--- config.mk ---
export PLATFORM = sky130hd
export DESIGN_NAME = frac_baud_generator_flat
export DESIGN_NICKNAME = d
export VERILOG_FILES = /design/src/rtl/baud_gen_pkg.sv /design/src/rtl/frac_baud_generator_if.sv /design/src/rtl/frac_tick_divider.sv /design/src/rtl/frac_baud_generator.sv /design/src/flat_wrapper.sv
export SDC_FILE = /design/constraint.sdc
export NUM_CORES = 1
export LEC_CHECK = 0
export BUFFER_PORTS_ARGS = -buffer_cell sky130_fd_sc_hd__buf_2
export CORE_MARGIN = 2
export CORE_UTILIZATION = 53
export DETAILED_ROUTE_END_ITERATION = 6
export HOLD_SLACK_MARGIN = 0.06
export PLACE_DENSITY = 0.72
export SLEW_MARGIN = 40
export SYNTH_ARGS = -nofsm -noshare
export SYNTH_HDL_FRONTEND = slang
export SYNTH_HIERARCHICAL = 1
export SYNTH_SLANG_ARGS = --single-unit
--- constraint.sdc ---
create_clock -name clk_i -period 3.2 [get_ports clk_i]
set_input_delay 0.32 -clock clk_i [delete_from_list [all_inputs] [get_ports clk_i]]
set_output_delay 0.32 -clock clk_i [all_outputs]
set_load 0.05 [all_outputs]
--- src/rtl/baud_gen_pkg.sv ---
// Shared constants and helpers for the fractional baud generator.
// Includes the default widths and the 50 MHz divisor table for common baud rates.
package baud_gen_pkg;

  localparam int unsigned OVERSAMPLE_DEF     = 16;
  localparam int unsigned DIV_INT_WIDTH_DEF  = 16;
  localparam int unsigned DIV_FRAC_WIDTH_DEF = 4;

  // Divisors at 50 MHz with 16x oversampling (integer / sixteenths)
  localparam int unsigned DIV_INT_9600    = 325;
  localparam int unsigned DIV_FRAC_9600   = 8;
  localparam int unsigned DIV_INT_19200   = 162;
  localparam int unsigned DIV_FRAC_19200  = 12;
  localparam int unsigned DIV_INT_115200  = 27;
  localparam int unsigned DIV_FRAC_115200 = 2;
  localparam int unsigned DIV_INT_256000  = 12;
  localparam int unsigned DIV_FRAC_256000 = 3;

  typedef enum logic [1:0] {
    BAUD_9600,
    BAUD_19200,
    BAUD_115200,
    BAUD_256000
  } baud_sel_e;

  typedef struct packed {
    logic [DIV_INT_WIDTH_DEF-1:0]  div_int;
    logic [DIV_FRAC_WIDTH_DEF-1:0] div_frac;
  } baud_div_t;

  function automatic baud_div_t baud_div_50mhz(input baud_sel_e sel);
    baud_div_t d;
    d.div_int  = DIV_INT_WIDTH_DEF'(DIV_INT_9600);
    d.div_frac = DIV_FRAC_WIDTH_DEF'(DIV_FRAC_9600);
    case (sel)
      BAUD_19200: begin
        d.div_int  = DIV_INT_WIDTH_DEF'(DIV_INT_19200);
        d.div_frac = DIV_FRAC_WIDTH_DEF'(DIV_FRAC_19200);
      end
      BAUD_115200: begin
        d.div_int  = DIV_INT_WIDTH_DEF'(DIV_INT_115200);
        d.div_frac = DIV_FRAC_WIDTH_DEF'(DIV_FRAC_115200);
      end
      BAUD_256000: begin
        d.div_int  = DIV_INT_WIDTH_DEF'(DIV_INT_256000);
        d.div_frac = DIV_FRAC_WIDTH_DEF'(DIV_FRAC_256000);
      end
      default: ;
    endcase
    return d;
  endfunction

  function automatic int unsigned clog2(input int unsigned v);
    int unsigned r;
    r = 0;
    for (int unsigned i = 0; i < 32; i++) begin
      if ((64'd1 << i) < 64'(v)) r = i + 1;
    end
    return r;
  endfunction

endpackage

--- src/rtl/frac_baud_generator_if.sv ---
// Config/tick bus between the UART register block (master) and the baud generator (slave).
interface frac_baud_generator_if
  import baud_gen_pkg::*;
#(
  parameter int unsigned DIV_INT_WIDTH  = DIV_INT_WIDTH_DEF,
  parameter int unsigned DIV_FRAC_WIDTH = DIV_FRAC_WIDTH_DEF,
  parameter int unsigned PHASE_W        = clog2(OVERSAMPLE_DEF)
);

  logic                      en_i;
  logic [DIV_INT_WIDTH-1:0]  div_int_i;
  logic [DIV_FRAC_WIDTH-1:0] div_frac_i;
  logic                      div_valid_i;
  logic                      div_ready_o;
  logic                      bit_sync_i;
  logic                      sample_en_o;
  logic                      bit_en_o;
  logic                      mid_bit_en_o;
  logic [PHASE_W-1:0]        os_phase_o;

  modport master (
    output en_i, div_int_i, div_frac_i, div_valid_i, bit_sync_i,
    input  div_ready_o, sample_en_o, bit_en_o, mid_bit_en_o, os_phase_o
  );

  modport slave (
    input  en_i, div_int_i, div_frac_i, div_valid_i, bit_sync_i,
    output div_ready_o, sample_en_o, bit_en_o, mid_bit_en_o, os_phase_o
  );

endinterface

--- src/rtl/frac_tick_divider.sv ---
// Fractional clock divider: divisor shadow/handshake, cycle counter and fraction accumulator.
// Emits tick_c on the last cycle of each sample period and a registered sample_en after it.
module frac_tick_divider #(
  parameter int unsigned DIV_INT_WIDTH  = 16,
  parameter int unsigned DIV_FRAC_WIDTH = 4,
  parameter int unsigned RESET_DIV_INT  = 325,
  parameter int unsigned RESET_DIV_FRAC = 8
) (
  input  logic                      clk_i,
  input  logic                      rst_i,
  input  logic                      en,
  input  logic                      sync,
  input  logic [DIV_INT_WIDTH-1:0]  div_int,
  input  logic [DIV_FRAC_WIDTH-1:0] div_frac,
  input  logic                      div_valid,
  output logic                      div_ready,
  output logic                      tick_c,
  output logic                      sample_en
);

  localparam int unsigned CNT_W = DIV_INT_WIDTH + 1;
  localparam logic [DIV_INT_WIDTH-1:0] RST_INT =
    (RESET_DIV_INT == 0) ? DIV_INT_WIDTH'(1) : DIV_INT_WIDTH'(RESET_DIV_INT);
  localparam logic [DIV_FRAC_WIDTH-1:0] RST_FRAC = DIV_FRAC_WIDTH'(RESET_DIV_FRAC);

  logic [DIV_INT_WIDTH-1:0]  div_int_r, shadow_int_r;
  logic [DIV_FRAC_WIDTH-1:0] div_frac_r, shadow_frac_r, frac_acc_r;
  logic                      carry_r, pending_r, ready_r, sample_en_r;
  logic [CNT_W-1:0]          cnt_r, period_c;
  logic [DIV_FRAC_WIDTH:0]   acc_sum_c;
  logic                      capture_c, apply_c;

  // Period stretches by one cycle whenever the last tick's fraction add carried out
  always_comb begin
    period_c  = CNT_W'(div_int_r) + CNT_W'(carry_r);
    acc_sum_c = {1'b0, frac_acc_r} + {1'b0, div_frac_r};
    tick_c    = en && !sync && (cnt_r >= period_c - CNT_W'(1));
    capture_c = div_valid && ready_r;
    apply_c   = pending_r && (!en || sample_en_r);
  end

  always_ff @(posedge clk_i) begin
    if (rst_i) begin
      div_int_r     <= RST_INT;
      div_frac_r    <= RST_FRAC;
      shadow_int_r  <= RST_INT;
      shadow_frac_r <= RST_FRAC;
      frac_acc_r    <= '0;
      carry_r       <= 1'b0;
      cnt_r         <= '0;
      pending_r     <= 1'b0;
      ready_r       <= 1'b1;
      sample_en_r   <= 1'b0;
    end else begin
      sample_en_r <= tick_c;
      if (!en || sync) begin
        cnt_r      <= '0;
        frac_acc_r <= '0;
        carry_r    <= 1'b0;
      end else begin
        cnt_r <= tick_c ? '0 : cnt_r + CNT_W'(1);
        if (apply_c) begin
          frac_acc_r <= '0;
          carry_r    <= 1'b0;
        end else if (tick_c) begin
          {carry_r, frac_acc_r} <= acc_sum_c;
        end
      end
      // New divisor waits in the shadow until a tick boundary (or en low) so no period is cut short
      if (capture_c) begin
        shadow_int_r  <= (div_int == '0) ? DIV_INT_WIDTH'(1) : div_int;
        shadow_frac_r <= div_frac;
        pending_r     <= 1'b1;
        ready_r       <= 1'b0;
      end else if (apply_c) begin
        div_int_r  <= shadow_int_r;
        div_frac_r <= shadow_frac_r;
        pending_r  <= 1'b0;
        ready_r    <= 1'b1;
      end
    end
  end

  assign div_ready = ready_r;
  assign sample_en = sample_en_r;

endmodule

--- src/rtl/frac_baud_generator.sv ---
// Fractional baud generator: oversample tick plus bit-end and mid-bit ticks and the
// oversample phase index, with run-time divisor updates and Rx bit-phase realignment.
module frac_baud_generator
  import baud_gen_pkg::*;
#(
  parameter int unsigned DIV_INT_WIDTH  = DIV_INT_WIDTH_DEF,
  parameter int unsigned DIV_FRAC_WIDTH = DIV_FRAC_WIDTH_DEF,
  parameter int unsigned OVERSAMPLE     = OVERSAMPLE_DEF,
  parameter int unsigned RESET_DIV_INT  = DIV_INT_9600,
  parameter int unsigned RESET_DIV_FRAC = DIV_FRAC_9600
) (
  input  logic                    clk_i,
  input  logic                    rst_i,
  frac_baud_generator_if.slave    bus
);

  localparam int unsigned PHASE_W = clog2(OVERSAMPLE);
  localparam logic [PHASE_W-1:0] PHASE_LAST = PHASE_W'(OVERSAMPLE - 1);
  localparam logic [PHASE_W-1:0] PHASE_MID  = PHASE_W'(OVERSAMPLE / 2);

  logic               tick_c, div_ready, sample_en;
  logic [PHASE_W-1:0] phase_r, phase_inc_c;
  logic               bit_en_r, mid_bit_en_r;

  frac_tick_divider #(
    .DIV_INT_WIDTH  (DIV_INT_WIDTH),
    .DIV_FRAC_WIDTH (DIV_FRAC_WIDTH),
    .RESET_DIV_INT  (RESET_DIV_INT),
    .RESET_DIV_FRAC (RESET_DIV_FRAC)
  ) u_div (
    .clk_i     (clk_i),
    .rst_i     (rst_i),
    .en        (bus.en_i),
    .sync      (bus.bit_sync_i),
    .div_int   (bus.div_int_i),
    .div_frac  (bus.div_frac_i),
    .div_valid (bus.div_valid_i),
    .div_ready (div_ready),
    .tick_c    (tick_c),
    .sample_en (sample_en)
  );

  always_comb phase_inc_c = (phase_r == PHASE_LAST) ? '0 : phase_r + PHASE_W'(1);

  // Phase and bit decodes register alongside sample_en so all ticks line up on one cycle
  always_ff @(posedge clk_i) begin
    if (rst_i) begin
      phase_r      <= '0;
      bit_en_r     <= 1'b0;
      mid_bit_en_r <= 1'b0;
    end else if (!bus.en_i || bus.bit_sync_i) begin
      phase_r      <= '0;
      bit_en_r     <= 1'b0;
      mid_bit_en_r <= 1'b0;
    end else begin
      bit_en_r     <= tick_c && (phase_r == PHASE_LAST);
      mid_bit_en_r <= tick_c && (phase_inc_c == PHASE_MID);
      if (tick_c) phase_r <= phase_inc_c;
    end
  end

  assign bus.div_ready_o  = div_ready;
  assign bus.sample_en_o  = sample_en;
  assign bus.bit_en_o     = bit_en_r;
  assign bus.mid_bit_en_o = mid_bit_en_r;
  assign bus.os_phase_o   = phase_r;

endmodule

--- src/flat_wrapper.sv ---
// flat-port wrapper written by rule: the top's interface ports become plain ports
module frac_baud_generator_flat import baud_gen_pkg::*;
#(
  parameter int unsigned DIV_INT_WIDTH  = DIV_INT_WIDTH_DEF,
  parameter int unsigned DIV_FRAC_WIDTH = DIV_FRAC_WIDTH_DEF,
  parameter int unsigned OVERSAMPLE     = OVERSAMPLE_DEF,
  parameter int unsigned RESET_DIV_INT  = DIV_INT_9600,
  parameter int unsigned RESET_DIV_FRAC = DIV_FRAC_9600
)
  (clk_i, rst_i, bus_en_i, bus_div_int_i, bus_div_frac_i, bus_div_valid_i, bus_bit_sync_i, bus_div_ready_o, bus_sample_en_o, bus_bit_en_o, bus_mid_bit_en_o, bus_os_phase_o);
  frac_baud_generator_if #(.DIV_INT_WIDTH(DIV_INT_WIDTH), .DIV_FRAC_WIDTH(DIV_FRAC_WIDTH), .PHASE_W((4))) bus_i ();
  input  logic clk_i;
  input  logic rst_i;
  input wire logic [$bits(bus_i.en_i)-1:0] bus_en_i;
  input wire logic [$bits(bus_i.div_int_i)-1:0] bus_div_int_i;
  input wire logic [$bits(bus_i.div_frac_i)-1:0] bus_div_frac_i;
  input wire logic [$bits(bus_i.div_valid_i)-1:0] bus_div_valid_i;
  input wire logic [$bits(bus_i.bit_sync_i)-1:0] bus_bit_sync_i;
  output wire logic [$bits(bus_i.div_ready_o)-1:0] bus_div_ready_o;
  output wire logic [$bits(bus_i.sample_en_o)-1:0] bus_sample_en_o;
  output wire logic [$bits(bus_i.bit_en_o)-1:0] bus_bit_en_o;
  output wire logic [$bits(bus_i.mid_bit_en_o)-1:0] bus_mid_bit_en_o;
  output wire logic [$bits(bus_i.os_phase_o)-1:0] bus_os_phase_o;
  assign bus_i.en_i = bus_en_i;
  assign bus_i.div_int_i = bus_div_int_i;
  assign bus_i.div_frac_i = bus_div_frac_i;
  assign bus_i.div_valid_i = bus_div_valid_i;
  assign bus_i.bit_sync_i = bus_bit_sync_i;
  assign bus_div_ready_o = bus_i.div_ready_o;
  assign bus_sample_en_o = bus_i.sample_en_o;
  assign bus_bit_en_o = bus_i.bit_en_o;
  assign bus_mid_bit_en_o = bus_i.mid_bit_en_o;
  assign bus_os_phase_o = bus_i.os_phase_o;
  frac_baud_generator #(.DIV_INT_WIDTH(DIV_INT_WIDTH), .DIV_FRAC_WIDTH(DIV_FRAC_WIDTH), .OVERSAMPLE(OVERSAMPLE), .RESET_DIV_INT(RESET_DIV_INT), .RESET_DIV_FRAC(RESET_DIV_FRAC)) u_core (.clk_i(clk_i), .rst_i(rst_i), .bus(bus_i));
endmodule
==> results by group, run 1 <==
Run status
  • Status: complete, but fails checks
  • Failing checks: negative setup slack

Floorplanning
  • Initial Util: 0.547
  • Io pins: 33
  • Core area: 6310 um2
  • Total die area: 7180 um2
  • Die Span Y: 84.7 um
  • Die extent in x: 84.7 um
  • Row cnt: 29

Job
  • Max-cap violations: 0

Critical path
  • WP data required: 3.48 ns
  • Critical path origin: u_core/u_div/div_int_r[7]
  • CP peak stage delay: 0.52 ns
  • Crit path launch type: register
  • Max FO, Critical Path: 5
  • Critical R2R Capture: u_core/bus.os_phase_o[3]
  • Worst path slowest cell: or4_4
  • Crit Path Category: reg -> reg
  • Cell family with most CP delay: simple AND/OR/NAND/NOR gates
  • Reg2Reg Depth: 10
  • Critical-path cell list: or4_4, or4_4, or4_4, ha_4, nand4_1, a211o_1, a21oi_4, nand2_2, or3_1, a21oi_1
  • Worst r2r src: u_core/u_div/div_int_r[7]
  • Most frequent CP cell: or4_4
  • Arrival @ worst endpoint: 3.62 ns
  • Worst path buffer plus inverter count: 0
  • Reg2Reg Setup Slack: -0.14 ns
  • Nature of the critical path endpoint: register

Logic synthesis
  • Commonest cells in the netlist: nand2_1, dfxtp_1, a21oi_1
  • Prevailing post-synth register cell: dfxtp_1
  • Distinct cells, synth: 40
  • Post-synth top area cell: dfxtp_1
  • Mapped Cells: 419
  • Yosys reg bits: 71
  • Post-synth EDFFs: 0
  • Mapped Area: 3450 um2
  • FFs w/ async S/R, synth: 0
  • Sequential-to-total area share from yosys stat: 0.411
  • Synth Warn #: 6
  • Top-area cell type share of the netlist area: 0.411
  • Ranking of synthesized cells by area: dfxtp_1, nand2_1, ha_1
  • Avg Synthesized Cell Area: 8.24 um2
  • Synthesized Nets: 471
  • Most instantiated library cell after synthesis: nand2_1

Drt
  • Vias: 2897
  • WL/cell: 13.2 um
  • Final wirelength: 7220 um
  • DR pass1 iterations: 4
  • Antenna-violating nets left: 0
  • Drc violations: 0
  • Vias/cell: 5.29
  • First DRT Iteration DRCs: 110

Clocking
  • CTS buffer count: 9
  • CTS tree: yes
  • Cts hold-fix bufs: 0
  • Clock Latency Late Sink: 0.36 ns
  • Clk sinks: 71
  • H-tree depth: 3
  • CTS Root Buffer Type: clkbuf_8
  • Clock Tree Buf Depth: 2
  • Reg clk slew, reported paths: 0.09 ns

STA
  • Max Clock Freq: 299 MHz
  • Fin worst setup slack: -0.142 ns
  • RSZ-0062 raised after global routing: yes
  • Worst hold slack: 0.179 ns
  • Slew margin rel.: 0.499
  • Max-slew violations: 0
  • Final setup viols: 4
  • Worst Max-Slew Pin Slew: 0.752 ns
  • Crit path time final: 3.34 ns
  • Tcrit/Tclk final: 1.04
  • Clock Skew: 0.0158 ns
  • Hold Fails Final Rpt: 0

Finish
  • Final Core Density: 0.664
  • Final net count: 518
  • P&R area growth vs syn: 21.4%
  • Antenna cells: 0
  • Non-filler cells, final: 548
  • Layout cells sized above 1: 0.217

Global routing
  • Global-route wire length before repair: 12200 um
  • Pin count of the biggest net entering global routing: 46
  • All-Layer GR Usage: 0.209
  • Vias in the first global route: 2748
  • GR Overflow Total: 0
  • Initial antenna violation count: 0

Place
  • Placed Cells incl. Taps: 529
  • Routability cong.: 0.820
  • HPWL Detailed: 5000 um
  • Port Buf Inserts: 32

Pwr
  • Leak: 1.59 nW
  • PwrDens: 404 nW/um2
  • VDD IR max: 0.000336 V

Worst hold path
  • Hold Path Class: in -> reg
  • Hold endpoint: u_core/u_div/shadow_frac_r[3]
  • Hold Path Depth: 3
  • Hold Crit Start: bus_div_frac_i[3]
## per-stage QoR
stage	instance area (um2)	setup WS, ns	TNS [ns]	power, mW
after floorplan	3470	-0.114	-0.647	1.02
after global routing	4200	-0.248	-2.45	1.76
after global placement	3790	-0.0713	-0.143	1.06
after detailed placement	3790	-0.150	-0.809	1.06
after CTS	4000	-0.158	-0.337	1.70
final	4200	-0.142	-0.263	1.69
## placed cells by master, fill, tap and decap left out, types with 5 or more instances in the layout
master	netlist	layout
a21oi_1	44	41
buf_2	2	32
buf_4	0	14
clkbuf_8	0	9
dfxtp_1	71	70
ha_1	26	25
inv_1	11	11
nand2_1	96	93
nand3_1	16	14
nand3b_1	11	11
nand4_1	5	5
nor2_1	30	16
nor2_4	0	10
nor3_1	7	6
nor4_1	6	6
o21ai_0	7	7
xnor2_1	22	22
xor2_1	10	10
## metal layers
metal / global-route usage / part of all wire
met1: 0.292 / 0.51
met2: 0.324 / 0.45
met3: 0.0354 / 0.024
met4: 0.0851 / 0.016
met5: 0 / 0
## worst max path at each step
stage | end | slack (ns) | cells past startpoint
2_1_floorplan | u_core/bus.os_phase_o[3] | -0.11 | 10
3_3_place_gp | u_core/bus.os_phase_o[3] | -0.07 | 12
3_5_place_dp | u_core/bus.os_phase_o[3] | -0.15 | 12
4_1_cts | u_core/bus.os_phase_o[3] | -0.16 | 10
5_1_grt | u_core/bus.os_phase_o[3] | -0.25 | 12
6_report | u_core/bus.os_phase_o[3] | -0.14 | 10
## worst register-to-register path, stage by stage (launching register included)
cell     delay, ns
dfxtp_2       0.32
or4_4         0.52
or4_4         0.44
or4_4         0.44
ha_4          0.29
nand4_1       0.11
a211o_1       0.38
a21oi_4       0.24
nand2_2       0.08
or3_1         0.32
a21oi_1       0.14
## state kept, by name (all words and copies together), names as in the netlist
| signal | count |
|---|---|
| u_core/u_div/cnt_r | 17 |
| u_core/u_div/div_int_r | 16 |
| u_core/u_div/shadow_int_r | 16 |
| u_core/bus.os_phase_o | 4 |
| u_core/u_div/div_frac_r | 4 |
| u_core/u_div/frac_acc_r | 4 |
| u_core/u_div/shadow_frac_r | 4 |
| u_core/bus.bit_en_o | 1 |
| u_core/bus.mid_bit_en_o | 1 |
| u_core/u_div/carry_r | 1 |
| u_core/u_div/div_ready | 1 |
| u_core/u_div/pending_r | 1 |
| u_core/u_div/sample_en | 1 |
## what timing repair did
| action | in CTS | in global routing |
|---|---|---|
| cloned | 0 | 1 |
| gates resized for setup | 9 | 43 |
| pin swaps | 1 | 24 |
| buffers inserted | 0 | 3 |
| setup endpoints to repair | 28 | 29 |
## final cells by class
class                   instances  area, um2
clock inverters                 6       47.5
fillers                       541       2120
inverters                      11       41.3
clock buffers                  10        128
well taps                      77       96.3
repair buffers                 52        345
flip-flops and latches         71       1420
multi-input cells             321       2110
## cells by family after synthesis
group           share of synthesized area
mux                               0.00290
simple gates                        0.268
buf+inv                            0.0301
compound gates                      0.106
xor+xnor                           0.0811
flops                               0.411
fa+ha+maj                           0.100
## power by group
part / switching [mW] / internal [mW]
logic: 0.0769 / 0.0519
clock network: 0.360 / 0.285
registers: 0.0142 / 0.907
total: 0.451 / 1.24
No activity file was read; power rests on OpenSTA's default activity.
==> inputs of run 2 (changes only) <==
Settings changed: CAP_MARGIN set to 0, PLACE_DENSITY 0.72 to 0.8, SYNTH_HIERARCHICAL 1 to not set.
==> results by group, run 2 <==
Job
  • Max-cap violations: 0 (unchanged)

Critical path
  • Critical-path cell list: or4_4, or3_4, nor4_4, xnor2_1, ha_1, a21oi_1, o21ai_1, a21oi_1, o21a_1, buf_6, mux2i_1
  • Arrival @ worst endpoint: 3.33 ns (-0.29 ns)
  • Critical R2R Capture: u_core.bus.os_phase_o[0]
  • Crit path launch type: register
  • Worst r2r src: u_core.u_div.div_int_r[3]
  • Nature of the critical path endpoint: register
  • Reg2Reg Depth: 11 (+1)
  • WP data required: 3.48 ns (about the same)
  • CP peak stage delay: 0.57 ns (+0.05 ns)
  • Reg2Reg Setup Slack: 0.15 ns (+0.29 ns)
  • Most frequent CP cell: a21oi_1
  • Critical path origin: u_core.u_div.div_int_r[3]
  • Crit Path Category: reg -> reg
  • Max FO, Critical Path: 12 (+7)
  • Worst path slowest cell: or4_4
  • Crit path capture: u_core.bus.os_phase_o[0]

Logic synthesis
  • Post-synthesis simple-gate area fraction: 0.268 (-0.000300)
  • Top-area cell type share of the netlist area: 0.399 (-0.0128)
  • Mapped Cells: 430 (+2.6%)
  • Post-synth EDFFs: 0 (unchanged)
  • Most instantiated library cell after synthesis: nand2_1
  • Post-synth top area cell: dfxtp_1
  • Distinct cells, synth: 43 (+7.5%)
  • Largest family of logic cells by synthesized area: simple AND/OR/NAND/NOR gates
  • Prevailing post-synth register cell: dfxtp_1
  • Sequential-to-total area share from yosys stat: 0.399 (-0.0128)
  • Mux contribution to synthesized area: 0.0225 (+0.0196)
  • Mapped Area: 3570 um2 (+3.2%)
  • Avg Synthesized Cell Area: 8.29 um2 (+0.58%)
  • Adder-Cell Fraction of Synth Area: 0.0968 (-0.00312)
  • Commonest cells in the netlist: nand2_1, dfxtp_1, a21oi_1
  • Synthesized Nets: 482 (+2.3%)
  • FFs w/ async S/R, synth: 0 (unchanged)
  • Synth Warn #: 0 (-6)
  • Ranking of synthesized cells by area: dfxtp_1, nand2_1, ha_1
  • Yosys reg bits: 71 (unchanged)
  • Compound-Gate Fraction of Synth Area: 0.103 (-0.00368)
  • XOR/XNOR Fraction of Synth Area: 0.0786 (-0.00253)

Drt
  • WL/cell: 13.3 um (+0.77%)
  • Final wirelength: 7210 um (-0.15%)
  • Vias: 2978 (+2.8%)
  • Vias/cell: 5.48 (+3.7%)
  • DR pass1 iterations: 4 (unchanged)
  • Drc violations: 0 (unchanged)
  • First DRT Iteration DRCs: 96 (-13%)
  • Antenna-violating nets left: 0 (unchanged)

Pwr
  • Power, Total: 1.85 mW (+9.0%)
  • Leak: 1.62 nW (+1.5%)
  • PwrDens: 457 nW/um2 (+13%)
  • VDD IR max: 0.000364 V (+8.3%)

STA
  • RSZ-0062 raised after global routing: yes
  • Final setup viols: 0 (-4)
  • Max-slew violations: 0 (unchanged)
  • Worst Max-Slew Pin Slew: 0.719 ns (-0.0331 ns)
  • Worst hold slack: 0.163 ns (-0.0169 ns)
  • Max Clock Freq: 328 MHz (+9.6%)
  • Crit path time final: 3.05 ns (-0.292 ns)
  • Hold Fails Final Rpt: 0 (unchanged)
  • Tcrit/Tclk final: 0.953 (-0.0911)
  • Slew margin rel.: 0.520 (+0.0208)
  • Clock Skew: 0.00977 ns (-0.00599 ns)

Clocking
  • Clock Latency Late Sink: 0.36 ns (about the same)
  • CTS buffer count: 9 (unchanged)
  • Clock Tree Buf Depth: 2 (unchanged)
  • Cts hold-fix bufs: 0 (unchanged)
  • Reg clk slew, reported paths: 0.08 ns (about the same)
  • Clk sinks: 71 (unchanged)
  • H-tree depth: 3 (unchanged)
  • CTS tree: yes
  • CTS Root Buffer Type: clkbuf_8

Worst hold path
  • Hold Path Class: in -> reg
  • Hold Crit Start: bus_div_frac_i[3]

Run status
  • Status: finished clean

Finish
  • Commonest non-fill, non-tap cell in the layout: nand2_1
  • Non-filler cells, final: 543 (-0.91%)
  • Most frequent cells in the layout: nand2_1, dfxtp_1, a21oi_1, buf_2, ha_1
  • Max reg flops: 17 (unchanged)
  • Final net count: 514 (-0.77%)
  • P&R area growth vs syn: 13.4%
  • Antenna cells: 0 (unchanged)
  • Layout cells sized above 1: 0.133 (-0.0835)
  • Filler Cell Count: 551 (+1.8%)
  • Biggest regs: u_core.u_div.cnt_r: 17 flops, u_core.u_div.div_int_r: 16 flops, u_core.u_div.shadow_int_r: 16 flops
  • Largest register by flop count: u_core.u_div.cnt_r

Floorplanning
  • Initial Util: 0.555 (+0.00806)
  • Core area: 6420 um2 (+1.7%)
  • Die extent in x: 86.0 um (+1.5%)
  • Die Span Y: 86.0 um (+1.5%)
  • Total die area: 7400 um2 (+3.1%)
  • Row cnt: 29 (unchanged)
  • Io pins: 33 (unchanged)

Place
  • Port Buf Inserts: 32 (unchanged)
  • HPWL Detailed: 5190 um (+3.9%)
  • Placed Cells incl. Taps: 527 (-0.38%)
  • Routability cong.: 0.763 (-6.9%)

Global routing
  • Vias in the first global route: 2815 (+2.4%)
  • GR Overflow Total: 0 (unchanged)
  • All-Layer GR Usage: 0.214 (+0.00480)
  • Global-route wire length before repair: 12600 um (+3.2%)
  • Initial antenna violation count: 0 (unchanged)
  • Pin count of the biggest net entering global routing: 45 (-2.2%)
run 2: changes by cell type after synthesis, sizes merged, moves of 2 or more:
cell    change
a21oi       -3
clkbuf      +3
mux2i       +7
nand2       +7
nand3       -3
nor2       -17
nor3       +15
nor4        +2
o211ai      +2
o21ai       +2
run 2: metal layers:
layer	part of all wire	GRT usage	wire length (um)
met5	0	0	0
met4	0.023	0.0909	169
met1	0.46	0.274	3350
met3	0.056	0.0626	406
met2	0.46	0.336	3290
run 2: critical path, delay by kind of cell (launching register included):
kind / cells / cell delay, ns
adders and majority gates: 1 / 0.27
and+or+nand+nor: 3 / 1.18
muxes: 1 / 0.22
xor gates and xnor gates: 1 / 0.17
DFF: 1 / 0.36
AOI/OAI and AO/OA: 4 / 0.60
buffers and inverters: 1 / 0.17
run 2: area by class of cell:
type / instances / area [um2] / share of cell area
inverters: 11 / 41.3 / 0.0102
multi-input cells: 330 / 2050 / 0.506
well taps: 77 / 96.3 / 0.0238
repair buffers: 39 / 220 / 0.0545
clock inverters: 5 / 81.3 / 0.0201
flip-flops and latches: 71 / 1420 / 0.351
clock buffers: 10 / 138 / 0.0340
run 2: per-stage QoR:
stage	cell area, um2	worst slack, ns	setup TNS, ns	utilization
3_5_place_dp	3790	-0.000933	-0.000933	0.590
5_1_grt	4040	-0.0843	-0.149	0.630
2_1_floorplan	3570	0.115	0	-
4_1_cts	4020	0.0804	0	0.627
3_3_place_gp	3790	0.119	0	0.590
6_report	4040	0.150	0	0.630
run 2: cells by family after synthesis:
family,Yosys count
multiplexers,8
adder cells (fa/ha/maj),27
XOR/XNOR,32
buffers and inverters,29
flip-flops,71
AO/OA/AOI/OAI,64
AND/OR/NAND/NOR,199
run 2: power breakdown:
part / switching [mW] / total, mW / internal, mW
combinational: 0.0720 / 0.121 / 0.0488
sequential: 0.0178 / 0.926 / 0.908
clock: 0.343 / 0.800 / 0.457
run 2: how the worst min path moves through the flow:
stage	end	slack (ns)	cells after the start
2_1_floorplan	u_core.u_div.div_frac_r[0]	0.43	2
3_3_place_gp	u_core.u_div.div_int_r[5]	0.44	2
4_1_cts	u_core.u_div.shadow_frac_r[3]	0.15	3
3_5_place_dp	u_core.u_div.div_frac_r[1]	0.45	2
6_report	u_core.u_div.shadow_frac_r[3]	0.16	3
5_1_grt	u_core.u_div.shadow_frac_r[3]	0.16	3
run 2: what timing repair did:
action	CTS	global route
buffers inserted	0	1
setup endpoints to repair	3	27
pin swaps	0	1
resized for setup	3	5
